[src/rtl/vc_pipe_ctrl_chain_if.sv]
// Handshake and per-stage control bundle for vc_pipe_ctrl_chain.
// The master side is the producer/consumer/datapath environment and the slave side
// is the controller.
interface vc_pipe_ctrl_chain_if #(
  parameter int unsigned p_num_stages = 4,
  parameter int unsigned p_cnt_nbits  = 3
);
  logic                    in_val;
  logic                    in_rdy;
  logic                    out_val;
  logic                    out_rdy;
  logic [p_num_stages-1:0] stall_req;
  logic [p_num_stages-1:0] squash_req;
  logic                    flush;
  logic [p_num_stages-1:0] reg_en;
  logic [p_num_stages-1:0] val;
  logic [p_num_stages-1:0] go;
  logic [p_cnt_nbits-1:0]  occupancy;

  modport master (
    output in_val, out_rdy, stall_req, squash_req, flush,
    input  in_rdy, out_val, reg_en, val, go, occupancy
  );

  modport slave (
    input  in_val, out_rdy, stall_req, squash_req, flush,
    output in_rdy, out_val, reg_en, val, go, occupancy
  );
endinterface

[src/rtl/vc_pipe_ctrl_chain.sv]
// Centralised valid/stall/squash control for a linear pipeline.
// Stage 0 is the youngest stage and stage N-1 is the oldest.
// A squash fires only once per resident message, a global flush is provided, and the
// controller keeps a count of the valid stages.
module vc_pipe_ctrl_chain #(
  parameter int unsigned p_num_stages = 4,
  parameter int unsigned p_cnt_nbits  = 3
) (
  input logic                 clk,
  input logic                 reset,
  vc_pipe_ctrl_chain_if.slave bus
);

  logic [p_num_stages-1:0] val_q, val_d;
  logic [p_num_stages-1:0] sq_done_q, sq_done_d;
  logic [p_cnt_nbits-1:0]  occ_q, occ_d;

  logic [p_num_stages-1:0] cs, kill, st, go_raw;
  logic [p_num_stages:0]   sout;
  logic                    cs_any;
  logic                    in_rdy_raw;
  logic                    accept;

  // Kill and stall ripple, computed from the oldest stage towards the youngest.
  always_comb begin
    cs     = val_q & bus.squash_req & ~sq_done_q;
    st     = val_q & bus.stall_req;
    kill   = '0;
    cs_any = 1'b0;
    for (int i = int'(p_num_stages) - 1; i >= 0; i--) begin
      kill[i] = bus.flush | cs_any;  // only squashes from older stages
      cs_any  = cs_any | cs[i];
    end
    sout               = '0;
    sout[p_num_stages] = ~bus.out_rdy;
    go_raw             = '0;
    for (int i = int'(p_num_stages) - 1; i >= 0; i--) begin
      sout[i]   = val_q[i] & ~kill[i] & (st[i] | sout[i+1]);
      go_raw[i] = val_q[i] & ~kill[i] & ~st[i] & ~sout[i+1];
    end
    in_rdy_raw = ~sout[0] & ~bus.flush & ~cs_any;
    accept     = in_rdy_raw & bus.in_val;
  end

  // Next valid bits, squash one-shot flags and occupancy.
  always_comb begin
    val_d    = val_q;
    val_d[0] = sout[0] ? val_q[0] : accept;
    for (int i = 1; i < int'(p_num_stages); i++) begin
      val_d[i] = sout[i] ? val_q[i] : go_raw[i-1];
    end
    // The flag survives only while the message is held in place.
    sq_done_d = sout[p_num_stages-1:0] & (sq_done_q | cs);
    occ_d     = '0;
    for (int i = 0; i < int'(p_num_stages); i++) begin
      occ_d = occ_d + p_cnt_nbits'(val_d[i]);
    end
  end

  // State registers with a synchronous active-low reset.
  always_ff @(posedge clk) begin
    if (!reset) begin
      val_q     <= '0;
      sq_done_q <= '0;
      occ_q     <= '0;
    end else begin
      val_q     <= val_d;
      sq_done_q <= sq_done_d;
      occ_q     <= occ_d;
    end
  end

  // Outputs are forced to their idle values while reset is held low.
  always_comb begin
    bus.in_rdy    = reset & in_rdy_raw;
    bus.out_val   = reset & go_raw[p_num_stages-1];
    bus.go        = {p_num_stages{reset}} & go_raw;
    bus.reg_en    = reset ? ~sout[p_num_stages-1:0] : '1;
    bus.val       = val_q;
    bus.occupancy = reset ? occ_q : '0;
  end

endmodule

[src/flat_wrapper.sv]
// flat-port wrapper written by rule: the top's interface ports become plain ports
module vc_pipe_ctrl_chain_flat 
#(
  parameter int unsigned p_num_stages = 4,
  parameter int unsigned p_cnt_nbits  = 3
)
  (clk, reset, bus_in_val, bus_out_rdy, bus_stall_req, bus_squash_req, bus_flush, bus_in_rdy, bus_out_val, bus_reg_en, bus_val, bus_go, bus_occupancy);
  vc_pipe_ctrl_chain_if #(.p_num_stages(p_num_stages), .p_cnt_nbits(p_cnt_nbits)) bus_i ();
  input logic clk;
  input logic reset;
  input wire logic [$bits(bus_i.in_val)-1:0] bus_in_val;
  input wire logic [$bits(bus_i.out_rdy)-1:0] bus_out_rdy;
  input wire logic [$bits(bus_i.stall_req)-1:0] bus_stall_req;
  input wire logic [$bits(bus_i.squash_req)-1:0] bus_squash_req;
  input wire logic [$bits(bus_i.flush)-1:0] bus_flush;
  output wire logic [$bits(bus_i.in_rdy)-1:0] bus_in_rdy;
  output wire logic [$bits(bus_i.out_val)-1:0] bus_out_val;
  output wire logic [$bits(bus_i.reg_en)-1:0] bus_reg_en;
  output wire logic [$bits(bus_i.val)-1:0] bus_val;
  output wire logic [$bits(bus_i.go)-1:0] bus_go;
  output wire logic [$bits(bus_i.occupancy)-1:0] bus_occupancy;
  assign bus_i.in_val = bus_in_val;
  assign bus_i.out_rdy = bus_out_rdy;
  assign bus_i.stall_req = bus_stall_req;
  assign bus_i.squash_req = bus_squash_req;
  assign bus_i.flush = bus_flush;
  assign bus_in_rdy = bus_i.in_rdy;
  assign bus_out_val = bus_i.out_val;
  assign bus_reg_en = bus_i.reg_en;
  assign bus_val = bus_i.val;
  assign bus_go = bus_i.go;
  assign bus_occupancy = bus_i.occupancy;
  vc_pipe_ctrl_chain #(.p_num_stages(p_num_stages), .p_cnt_nbits(p_cnt_nbits)) u_core (.clk(clk), .reset(reset), .bus(bus_i));
endmodule
[config.mk]
export PLATFORM = sky130hd
export DESIGN_NAME = vc_pipe_ctrl_chain_flat
export DESIGN_NICKNAME = d
export VERILOG_FILES = /design/src/rtl/vc_pipe_ctrl_chain_if.sv /design/src/rtl/vc_pipe_ctrl_chain.sv /design/src/flat_wrapper.sv
export SDC_FILE = /design/constraint.sdc
export NUM_CORES = 1
export LEC_CHECK = 0
export ABC_AREA = 1
export BUFFER_PORTS_ARGS = -buffer_cell sky130_fd_sc_hd__buf_2
export CAP_MARGIN = 0
export CORE_MARGIN = 5
export CORE_UTILIZATION = 40
export CTS_BUF_LIST = sky130_fd_sc_hd__clkbuf_2 sky130_fd_sc_hd__clkbuf_4 sky130_fd_sc_hd__clkbuf_8
export DETAILED_ROUTE_END_ITERATION = 6
export PLACE_DENSITY = 0.69
export RECOVER_POWER = 25
export SKIP_LAST_GASP = 1
export SYNTH_ARGS = -nofsm -noshare
export SYNTH_HDL_FRONTEND = slang
export SYNTH_SLANG_ARGS = --single-unit
[constraint.sdc]
create_clock -name clk -period 2.7 [get_ports clk]
set_clock_uncertainty 0.05 [all_clocks]
set_input_delay 0.135 -clock clk [delete_from_list [all_inputs] [get_ports clk]]
set_output_delay 0.135 -clock clk [all_outputs]
set_load 0.01 [all_outputs]
=== Word-level counts from Yosys, hierarchy flattened ===
Cells that the tools add are included.

* RAM bits: 0
* Logic and storage cells: 65
* Output and inout port bits: 17
* Memories: 0
* Bits of input ports: 13
* Bits in read-only memories: 0
* Bits in latches: 0
* Register bits after elaboration: 11

* Shift-type cells: 0
* Muxes and demuxes: 6
* Div/mod/pow operators: 0
* Add/subtract/negate cells: 3
* Eq/ne operators: 0
* $lt $le $gt $ge: 0
* $mul: 0
* Bitwise logic cells: 53
* Reductions and logical operators: 0

{| class="wikitable"
|+ Operator list
! kind !! number
|-
| $and 1x1->1 || 21
|-
| $and 4x4->4 || 5
|-
| $not 1->1 || 14
|-
| $or 1x1->1 || 10
|-
| $not 4->4 || 2
|-
| $add 3x1->3 || 2
|-
| $mux 1 || 4
|-
| $mux 4 || 1
|-
| $or 4x4->4 || 1
|-
| $mux 3 || 1
|-
| $add 1x1->2 || 1
|}

=== Depth between registers and ports, before layout ===
Gate-level depths: netlist of run 1.

* Depth after elaboration: 18
* Depth in mapped cells: 15
* Depth with buffers taken out: 15

=== Least setup slack after synthesis of run 1 ===
No wires, ideal clock.

* Path kind: register to register
* Start: reg u_core.val_q[3], in the netlist u_core.bus.val[3]
* End: reg u_core.occ_q[1]
* Slack: 0.457 ns
* Data required time: 2.541 ns
* Clock period less this slack: 2.243 ns
* Cell stages (with the launch flop): 15
* Data arrival time: 2.085 ns
* Setup time: 0.109 ns
* Buffers on the path: 0
* Cell sequence: dfxtp_1 nand3_2 nand2_1 nor2_4 nand2_4 nand2_4 nand2_4 nand2_4 nand2_2 nand2_1 ha_1 fa_1 ha_1 nand2_1 inv_1

* Cells in the longest elaborated chain, start to end: 18
* Elaborated cells on any way between the ends: 45
* Classes of those cells: add/sub: 3; mux: 4; bitwise: 38

{| class="wikitable"
|+ Ends and longest elaborated chain
! item !! line !! source
|-
| from (decl) || vc_pipe_ctrl_chain.sv:14 || <nowiki>logic [p_num_stages-1:0] val_q, val_d;</nowiki>
|-
| from (signal assigned) || vc_pipe_ctrl_chain.sv:67 || <nowiki>val_q <= val_d;</nowiki>
|-
| $and 4x4->4 (2 in series) || vc_pipe_ctrl_chain.sv:26 || <nowiki>cs = val_q & bus.squash_req & ~sq_done_q;</nowiki>
|-
| $or 1x1->1 || vc_pipe_ctrl_chain.sv:31 || <nowiki>kill[i] = bus.flush | cs_any;</nowiki>
|-
| $not 1->1 || vc_pipe_ctrl_chain.sv:38 || <nowiki>sout[i] = val_q[i] & ~kill[i] & (st[i] | sout[i+1]);</nowiki>
|-
| $and 1x1->1 (2 in series) || vc_pipe_ctrl_chain.sv:38 ||
|-
| $or 1x1->1 || vc_pipe_ctrl_chain.sv:38 ||
|-
| $and 1x1->1 || vc_pipe_ctrl_chain.sv:38 ||
|-
| $or 1x1->1 || vc_pipe_ctrl_chain.sv:38 ||
|-
| $and 1x1->1 || vc_pipe_ctrl_chain.sv:38 ||
|-
| $not 1->1 || vc_pipe_ctrl_chain.sv:41 || <nowiki>in_rdy_raw = ~sout[0] & ~bus.flush & ~cs_any;</nowiki>
|-
| $and 1x1->1 (2 in series) || vc_pipe_ctrl_chain.sv:41 ||
|-
| $and 1x1->1 || vc_pipe_ctrl_chain.sv:42 || <nowiki>accept = in_rdy_raw & bus.in_val;</nowiki>
|-
| $mux 1 * || vc_pipe_ctrl_chain.sv:48 || <nowiki>val_d[0] = sout[0] ? val_q[0] : accept;</nowiki>
|-
| named net u_core.val_d[0] || vc_pipe_ctrl_chain.sv:14 ||
|-
| $add 1x1->2 * || vc_pipe_ctrl_chain.sv:56 || <nowiki>occ_d = occ_d + p_cnt_nbits'(val_d[i]);</nowiki>
|-
| $add 3x1->3 * (2 in series) || vc_pipe_ctrl_chain.sv:56 ||
|-
| named net u_core.occ_d[1] || vc_pipe_ctrl_chain.sv:16 || <nowiki>logic [p_cnt_nbits-1:0] occ_q, occ_d;</nowiki>
|-
| to (signal assigned) || vc_pipe_ctrl_chain.sv:65 || <nowiki>occ_q <= '0;</nowiki>
|-
| to (signal assigned) || vc_pipe_ctrl_chain.sv:69 || <nowiki>occ_q <= occ_d;</nowiki>
|-
| to (decl) || vc_pipe_ctrl_chain.sv:16 ||
|}

Mark *: on every way through the listed nets, which the timed path passes. The rest lies on a longest branch.
A chain may end at the register's enable or synchronous reset.

=== Worst setup path in the final report of run 1 ===
Ends and elaborated chain as after synthesis.

==> results of run 1 <==
-- cell families (layout without fill, tap and decap cells) --
logic type,count (synthesis),in the layout,synth area share (%)
and+or+nand+nor,49,49,42.7
buffers and inverters,21,52,12.1
DFF,11,11,31.7
AOI/OAI and AO/OA,9,9,7.03
adders and majority gates,3,3,6.49
-- final cells by class --
class                   instances  area, sq um  area share, %
multi-input cells              61          383           44.3
flip-flops and latches         11          220           25.5
repair buffers                 29          138           15.9
inverters                      19         71.3           8.26
clock buffers                   4         30.0           3.48
well taps                      17         21.3           2.46
-- how the worst max path moves through the flow --
stage	start	to	slack (ns)	depth (start not counted)
2_1_floorplan	u_core.bus.val[3]	u_core.occ_q[1]	0.46	14
3_3_place_gp	u_core.bus.val[3]	u_core.occ_q[1]	0.46	14
3_5_place_dp	u_core.bus.val[3]	u_core.occ_q[1]	0.39	14
4_1_cts	u_core.bus.val[3]	u_core.occ_q[1]	0.36	14
5_1_grt	u_core.bus.val[3]	u_core.occ_q[1]	0.16	15
6_report	u_core.bus.val[3]	u_core.occ_q[1]	0.31	15
-- metal layers --
metal	GRT usage, %	vias up	share of wire [%]
met5	0	-	0
met4	7.86	0	1.2
met3	3.44	4	9.6
met2	21.0	25	45
met1	15.4	276	44
li1	-	352	-
-- critical path, stage by stage, from the launching register on --
cell and delay, ns:
dfxtp_1 0.41, inv_2 0.05, nor2_1 0.20, nand2_4 0.10
nand2_4 0.08, nand2_4 0.06, nand2_4 0.07, nand2_4 0.06
nand2_4 0.07, nand2_2 0.06, nand2_1 0.07, ha_1 0.24
fa_1 0.37, ha_1 0.28, nand2_1 0.08, inv_1 0.04
-- per-stage QoR --
stage	utilization [%]	setup slack, ns	hold slack, ns	total power (W)
after floorplan	-	0.457	0.237	0.000191
after global placement	50.2	0.457	0.338	0.000207
after detailed placement	50.2	0.392	0.357	0.000207
after CTS	52.0	0.362	0.0687	0.000334
after global routing	51.1	0.158	0.0808	0.000350
final	51.1	0.313	0.0791	0.000324
-- state kept, by name, indices dropped and copies added, names as in the netlist --
name,cells
u_core.occ_q,3
u_core.sq_done_q,4
u_core.bus.val,4
-- placed cells by master, fill, tap and decap left out --
| cell | n |
|---|---|
| a21oi_1 | 8 |
| a21oi_2 | 1 |
| buf_2 | 23 |
| clkbuf_1 | 6 |
| clkbuf_4 | 4 |
| dfxtp_1 | 11 |
| fa_1 | 1 |
| ha_1 | 2 |
| inv_1 | 17 |
| inv_2 | 2 |
| nand2_1 | 18 |
| nand2_2 | 2 |
| nand2_4 | 6 |
| nand3_1 | 7 |
| nand3_2 | 2 |
| nand3b_1 | 1 |
| nand4_1 | 1 |
| nor2_1 | 4 |
| nor2_2 | 2 |
| nor2_4 | 2 |
| nor3_1 | 2 |
| nor4_1 | 2 |
-- power breakdown --
part / internal (W) / switching [W]
combinational: 0.0000148 / 0.0000224
sequential: 0.000164 / 0.00000128
clock: 0.0000672 / 0.0000542
total: 0.000246 / 0.0000779
==> results_dict.tcl, run 1 <==
set metrics [dict create \
    status "completed" \
    grt_use_total_pct 13.0 \
    fin_area_sq_um 863 \
    grt-ovfl-total 0 \
    drv_cap 0 \
    floorplan.initialDensity_pct 41.1 \
    rr_endpoint "u_core.occ_q[1]" \
    synth.cells.most_frequent "18 x nand2_1, 17 x inv_1, 11 x dfxtp_1" \
    cp.required_ns 2.82 \
    leakagePower_nw 0.475 \
    ys_async_sr_fraction_pct 0 \
    rsz_0062_raised_after_global_routing "false" \
    timing.final.crit_share_pct 88.4 \
    synth.lib_cells_used.distinct 21 \
    place.gp.congestion 0.764 \
    synth-seq-cells 11 \
    grt_pass1_wl_mm 2.61 \
    syn-cell-area_sq_um 694 \
    power_density_over_the_cells_mw_per_mm2 375 \
    post_synth_main_area_contributors "dfxtp_1 32%, nand2_1 9.7%, nand2_4 9.7%" \
    die_x_um 51.7 \
    cts_buffer_depth 2 \
    yosysTopAreaCellShare_pct 31.7 \
    critical_path.startpoint_type "flop" \
    avgSynthCellArea_sq_um 7.47 \
    synth_enable_flop_cells 0 \
    worst_r2r_path_depth 15 \
    firstDrtPassIters 4 \
    worst-setup-path-type "reg2reg" \
    worst_hold_path_type "in2reg" \
    worst_skew_pair.late_latency_ns 0.26 \
    place.port_buffers 29 \
    ys.flop_type "dfxtp_1" \
    detail_route.wl_per_cell_um 10.5 \
    fmaxAchievable_mhz 419 \
    worst_r2r_startpoint "u_core.bus.val[3]" \
    cts_num_sinks 11 \
    layout.cells.non_filler 141 \
    pin_count 30 \
    finalNetCount 141 \
    critical_path_arrival_ns 2.51 \
    ys_warn_count 0 \
    synthesis.instances 93 \
    final.fill_count 170 \
    cts_max_level 1 \
    drt_wl_total_mm 1.48 \
    layout-drive-gt1-share_pct 35.5 \
    post_dp_cell_area_sq_um 848 \
    dp.final_hpwl_mm 1.27 \
    hold_path_depth 3 \
    die-area_sq_mm 0.00267 \
    yosysSeqAreaShare_pct 31.7 \
    worst_ir_drop_vdd_uv 245 \
    timing.reg2reg.setup_slack_ns 0.31 \
    critical_path_peak_fanout 5 \
    antenna_found_initial 0 \
    finalSetupViolations 0 \
    clk_transition_reported_paths_ns 0.07 \
    detailedRoute.firstIterationViolations 10 \
    inserted_clock_buffers 3 \
    detailed_route_vias_per_instance 4.66 \
    synth_fp_nets 109 \
    timing_hold_violations_final 0 \
    fp.coreArea_sq_mm 0.00169 \
    vias 657 \
    n_antenna_cell 0 \
    period_needed_ns 2.39 \
    route.detailed.drc 0 \
    cts_tree "yes" \
    worst_hold_path.endpoint "u_core.sq_done_q[2]" \
    synth_area_leader_cell "dfxtp_1" \
    cts_post_setup_buffers_inserted 0 \
    areaGrowthSynthToFinish_pct 24.3 \
    slew_violations 0 \
    grt_pass1_vias 645 \
    grt_max_degree 13 \
    cts_resized 0 \
    fp.dieH_um 51.7 \
    cts.hold.buffers_added 0 \
    final_antenna_net_count 0 \
    yosys.cell_count.top_type "nand2_1" \
    dp.cells 137 \
    placement_rows 15 \
    slew-limit-headroom_pct 80.5 \
    root_buffer "clkbuf_4" \
    hp-start "bus_squash_req[2]" \
    worst_setup_ep_type "flop" \
    actual_slew_at_the_worst_max_slew_pin_ns 0.289 \
    fin_setup_tns_ns 0 \
]
No activity file was read; power rests on OpenSTA's default activity.
==> run 2: changes to the inputs <==
Settings changed: CELL_PAD_IN_SITES_DETAIL_PLACEMENT set to 1, CELL_PAD_IN_SITES_GLOBAL_PLACEMENT set to 1, CORE_UTILIZATION 40 to 33, PLACE_DENSITY 0.69 to not set, PLACE_DENSITY_LB_ADDON set to 0.1, REMOVE_ABC_BUFFERS set to 1.
==> run 2 against run 1 <==
Non-clock buffer count unchanged. Core utilization decreased by 6.9 points. Die area increased by 17%. Routed wire length increased by 14%. Flip-flop and latch count unchanged. Fmax decreased by 0.17%. Combinational power increased by 2%. Final area increased by 1.4%. Critical path depth unchanged. Critical path type unchanged.
==> results_dict.tcl, run 2 (synthesis gave the netlist of run 1 again) <==
set metrics [dict create \
    status "completed" \
    floorplan.initialDensity_pct 35.0 \
    hp-start "bus_squash_req[1]" \
    areaGrowthSynthToFinish_pct 26.1 \
    worst_hold_path_type "in2reg" \
    final.fill_count 282 \
    critical_path.startpoint_type "flop" \
    pin_count 30 \
    leakagePower_nw 0.475 \
    inserted_clock_buffers 3 \
    fp.coreArea_sq_mm 0.00198 \
    layout-drive-gt1-share_pct 35.5 \
    fmaxAchievable_mhz 418 \
    finalNetCount 141 \
    vias 682 \
    critical_path_peak_fanout 5 \
    worst_setup_ep_type "flop" \
    cts_max_level 1 \
    worst_r2r_startpoint "u_core.bus.val[3]" \
    drv_cap 0 \
    worst_skew_pair.late_latency_ns 0.27 \
    firstDrtPassIters 2 \
    power_density_over_the_cells_mw_per_mm2 378 \
    detail_route.wl_per_cell_um 11.2 \
    cts_resized 0 \
    clk_transition_reported_paths_ns 0.07 \
    cts_num_sinks 11 \
    critical_path_arrival_ns 2.52 \
    slew_violations 0 \
    layout.cells.most_common_list "23 x buf_2, 18 x nand2_1, 17 x inv_1, 11 x dfxtp_1, 8 x a21oi_1" \
    grt_pass1_wl_mm 2.93 \
    cts_buffer_depth 2 \
    rr_endpoint "u_core.occ_q[1]" \
    fin_setup_tns_ns 0 \
    rsz_0062_raised_after_global_routing "false" \
    timing_hold_violations_final 0 \
    die-area_sq_mm 0.00312 \
    critPathLaunch "u_core.bus.val[3]" \
    grt_max_degree 13 \
    antenna_found_initial 0 \
    finalSetupViolations 0 \
    route.detailed.drc 0 \
    detailed_route_vias_per_instance 4.52 \
    grt_use_total_pct 11.8 \
    leading_cell_type_in_the_layout_fill_and_taps_excluded "buf_2" \
    n_antenna_cell 0 \
    worst_r2r_path_depth 15 \
    grt-ovfl-total 0 \
    slew-limit-headroom_pct 79.8 \
    final_antenna_net_count 0 \
    placement_rows 16 \
    timing.final.crit_share_pct 88.6 \
    crit_path_end "u_core.occ_q[1]" \
    detailedRoute.firstIterationViolations 5 \
    root_buffer "clkbuf_4" \
    drt_wl_total_mm 1.69 \
    place.gp.congestion 0.705 \
    period_needed_ns 2.39 \
    post-layout-total-power_w 0.000331 \
    cts_tree "yes" \
    cts_post_setup_buffers_inserted 0 \
    die_x_um 55.9 \
    dp.final_hpwl_mm 1.40 \
    grt_pass1_vias 725 \
    worst-setup-path-type "reg2reg" \
    place.port_buffers 29 \
    cts.hold.buffers_added 0 \
    fp.dieH_um 55.9 \
    cp.required_ns 2.83 \
    timing.reg2reg.setup_slack_ns 0.31 \
    hold_path_depth 3 \
    actual_slew_at_the_worst_max_slew_pin_ns 0.301 \
    worst_ir_drop_vdd_uv 259 \
]
## run 2: cell counts in the layout (fill, tap and decap cells not counted)
No cell type changed its count.
## run 2: stage by stage
stage	cell area [sq um]	util, %	hold WS, ns	cells	setup slack, ns
after floorplan	682	-	0.178	91	0.457
after global placement	861	43.4	0.337	147	0.416
after detailed placement	861	43.4	0.356	147	0.383
after CTS	891	44.9	0.0599	151	0.354
after global routing	876	44.2	0.0834	151	0.111
final	876	44.2	0.0673	151	0.309
## run 2: final cells by class
cell class	count	area (sq um)	area share [%]
sequential	11	220	25.1
inverter	19	71.3	8.14
timing repair buffer	29	138	15.7
clock buffer	4	30.0	3.43
multi-input combinational	61	383	43.7
tap	27	33.8	3.86
## run 2: worst min path at each step
stage                           to  slack [ns]
2_1_floorplan      u_core.occ_q[0]        0.18
3_3_place_gp   u_core.sq_done_q[2]        0.34
3_5_place_dp   u_core.sq_done_q[1]        0.36
4_1_cts        u_core.sq_done_q[1]        0.06
5_1_grt        u_core.sq_done_q[0]        0.08
6_report       u_core.sq_done_q[1]        0.07
## run 2: layer usage
layer  global-route usage, %  up-vias  share of wire, %
li1                        -      350                 -
met1                    13.7      305                44
met2                    19.6       22                47
met3                    2.55        5               6.6
met4                    7.12        0               2.1
met5                       0        -                 0
## run 2: worst max-delay path, stage by stage, from the launching register on
cell and delay, ns:
dfxtp_1 0.42, inv_2 0.05, nor2_1 0.21, nand2_4 0.10, nand2_4 0.08, nand2_4 0.06, nand2_4 0.07, nand2_4 0.06
nand2_4 0.07, nand2_2 0.06, nand2_1 0.07, ha_1 0.25, fa_1 0.37, ha_1 0.28, nand2_1 0.06, inv_1 0.03
## run 2: report_power, final
group          internal, W  switching [W]  leakage [nW]
Combinational    0.0000149      0.0000232         0.368
Sequential        0.000164     0.00000144        0.0889
Clock            0.0000673      0.0000604        0.0184
==> run 3: changes to the inputs <==
Settings changed: PLACE_DENSITY set to 0.86, PLACE_DENSITY_LB_ADDON 0.1 to not set.
==> run 3 against run 2 <==
Final cell count did not move. Combinational power is 2% higher. Flip-flop and latch count did not move. Critical path type unchanged. Highest routed layer unchanged. Clock power is essentially flat. Via count is 0.73% higher. Sequential power hardly changed.
==> results_dict.tcl, run 3 (synthesis gave the netlist of run 1 again) <==
set metrics [dict create \
    status "completed" \
    n_antenna_cell 0 \
    cts_max_level 1 \
    worst_hold_path.endpoint "u_core.sq_done_q[1]" \
    finalNetCount 141 \
    place.gp.congestion 0.795 \
    place.port_buffers 29 \
    hold_path_depth 3 \
    critical_path_peak_fanout 5 \
    timing.final.crit_share_pct 87.3 \
    critical_path.startpoint_type "flop" \
    die_x_um 55.9 \
    worst-setup-path-type "reg2reg" \
    power_density_over_the_cells_mw_per_mm2 375 \
    leakagePower_nw 0.475 \
    worst_setup_ep_type "flop" \
    cts_post_setup_buffers_inserted 0 \
    cts_buffer_depth 2 \
    grt-ovfl-total 0 \
    rsz_0062_raised_after_global_routing "false" \
    pin_count 30 \
    cp.required_ns 2.83 \
    cts_resized 0 \
    slew-limit-headroom_pct 75.2 \
    worst_ir_drop_vdd_uv 223 \
    final.fill_count 276 \
    antenna_found_initial 0 \
    drv_cap 0 \
    areaGrowthSynthToFinish_pct 26.8 \
    detailedRoute.firstIterationViolations 5 \
    fin_setup_tns_ns 0 \
    dp.final_hpwl_mm 1.51 \
    finalSetupViolations 0 \
    layout.cells.most_common_list "23 x buf_2, 19 x nand2_1, 17 x inv_1, 11 x dfxtp_1, 8 x a21oi_1" \
    actual_slew_at_the_worst_max_slew_pin_ns 0.368 \
    worst_hold_path_type "in2reg" \
    detailed_route_vias_per_instance 4.55 \
    grt_max_degree 13 \
    drt_wl_total_mm 1.78 \
    inserted_clock_buffers 3 \
    worst_r2r_path_depth 15 \
    floorplan.initialDensity_pct 35.0 \
    worst_r2r_startpoint "u_core.bus.val[3]" \
    layout-drive-gt1-share_pct 35.5 \
    critical_path_arrival_ns 2.49 \
    cts_tree "yes" \
    vias 687 \
    clk_transition_reported_paths_ns 0.07 \
    die-area_sq_mm 0.00312 \
    cts_num_sinks 11 \
    grt_pass1_wl_mm 3.08 \
    grt_pass1_vias 749 \
    placement_rows 16 \
    dp.cells 147 \
    final_antenna_net_count 0 \
    timing_hold_violations_final 0 \
    cts.hold.buffers_added 0 \
    period_needed_ns 2.36 \
    grt_use_total_pct 12.5 \
    rr_endpoint "u_core.occ_q[1]" \
    route.detailed.drc 0 \
    fp.dieH_um 55.9 \
    worst_skew_pair.late_latency_ns 0.27 \
    layout.area.seq_sq_um 220 \
    detail_route.wl_per_cell_um 11.8 \
    timing.reg2reg.setup_slack_ns 0.34 \
    root_buffer "clkbuf_4" \
    fmaxAchievable_mhz 424 \
    layout.cells.non_filler 151 \
    fp.coreArea_sq_mm 0.00198 \
    leading_cell_type_in_the_layout_fill_and_taps_excluded "buf_2" \
    firstDrtPassIters 4 \
    slew_violations 0 \
    hp-start "bus_squash_req[1]" \
    multi_input_comb_area_sq_um 388 \
]
## run 3: cell count changes in the layout (fill, tap and decap cells not counted)
cell,previous run,this run
nand2_1,18,19
nor2_1,4,3
nand2_2,2,1
nor2_4,2,3
## run 3: worst max-delay path by stage
| stage | start | endpoint | slack [ns] | depth (start not counted) |
|---|---|---|---|---|
| 2_1_floorplan | u_core.bus.val[3] | u_core.occ_q[1] | 0.46 | 14 |
| 3_3_place_gp | u_core.bus.val[3] | u_core.occ_q[1] | 0.45 | 14 |
| 3_5_place_dp | u_core.bus.val[3] | u_core.occ_q[1] | 0.34 | 14 |
| 4_1_cts | u_core.bus.val[3] | u_core.occ_q[1] | 0.33 | 14 |
| 5_1_grt | u_core.bus.val[3] | u_core.occ_q[1] | 0.18 | 15 |
| 6_report | u_core.bus.val[3] | u_core.occ_q[1] | 0.34 | 15 |
## run 3: per-layer routing
metal  routed length (um)  vias up  GRT usage [%]  part of all wire [%]
li1                     -      352              -                     -
met1                  776      299           14.0                    44
met2                  805       30           20.8                    45
met3                  140        6           3.48                   7.9
met4                   59        0           7.80                   3.3
met5                    0        -              0                     0
## run 3: cell type report
| cell class | count | share of cell area [%] |
|---|---|---|
| well taps | 27 | 3.84 |
| repair buffers | 29 | 15.6 |
| inverters | 19 | 8.10 |
| flip-flops and latches | 11 | 25.0 |
| multi-input cells | 61 | 44.0 |
| clock buffers | 4 | 3.41 |
## run 3: stage by stage
stage               util, %  worst slack (ns)  total power [W]  instance area [sq um]  hold WS, ns
detailed placement     43.4             0.345         0.000209                    861        0.362
finish                 44.4             0.342         0.000330                    881       0.0803
global route           44.4             0.181         0.000353                    881       0.0781
CTS                    44.9             0.328         0.000337                    891       0.0728
global placement       43.4             0.452         0.000207                    861        0.342
floorplan                 -             0.457         0.000189                    682        0.178
## run 3: where the power goes
group	switching, W	total [W]	internal (W)	leakage (nW)
sequential	0.00000140	0.000166	0.000164	0.0889
combinational	0.0000239	0.0000387	0.0000148	0.368
clock	0.0000586	0.000126	0.0000673	0.0184
## run 3: critical path, stage by stage, from the launching register on
cell and delay (ns):
dfxtp_1 0.41, nand2_1 0.07, nand2_1 0.14, nand2_4 0.09, nand2_4 0.08, nand2_4 0.07
nand2_4 0.07, nand2_4 0.07, nand2_4 0.07, nand2_2 0.06, nand2_1 0.07, ha_1 0.24
fa_1 0.38, ha_1 0.28, nand2_1 0.06, inv_1 0.03
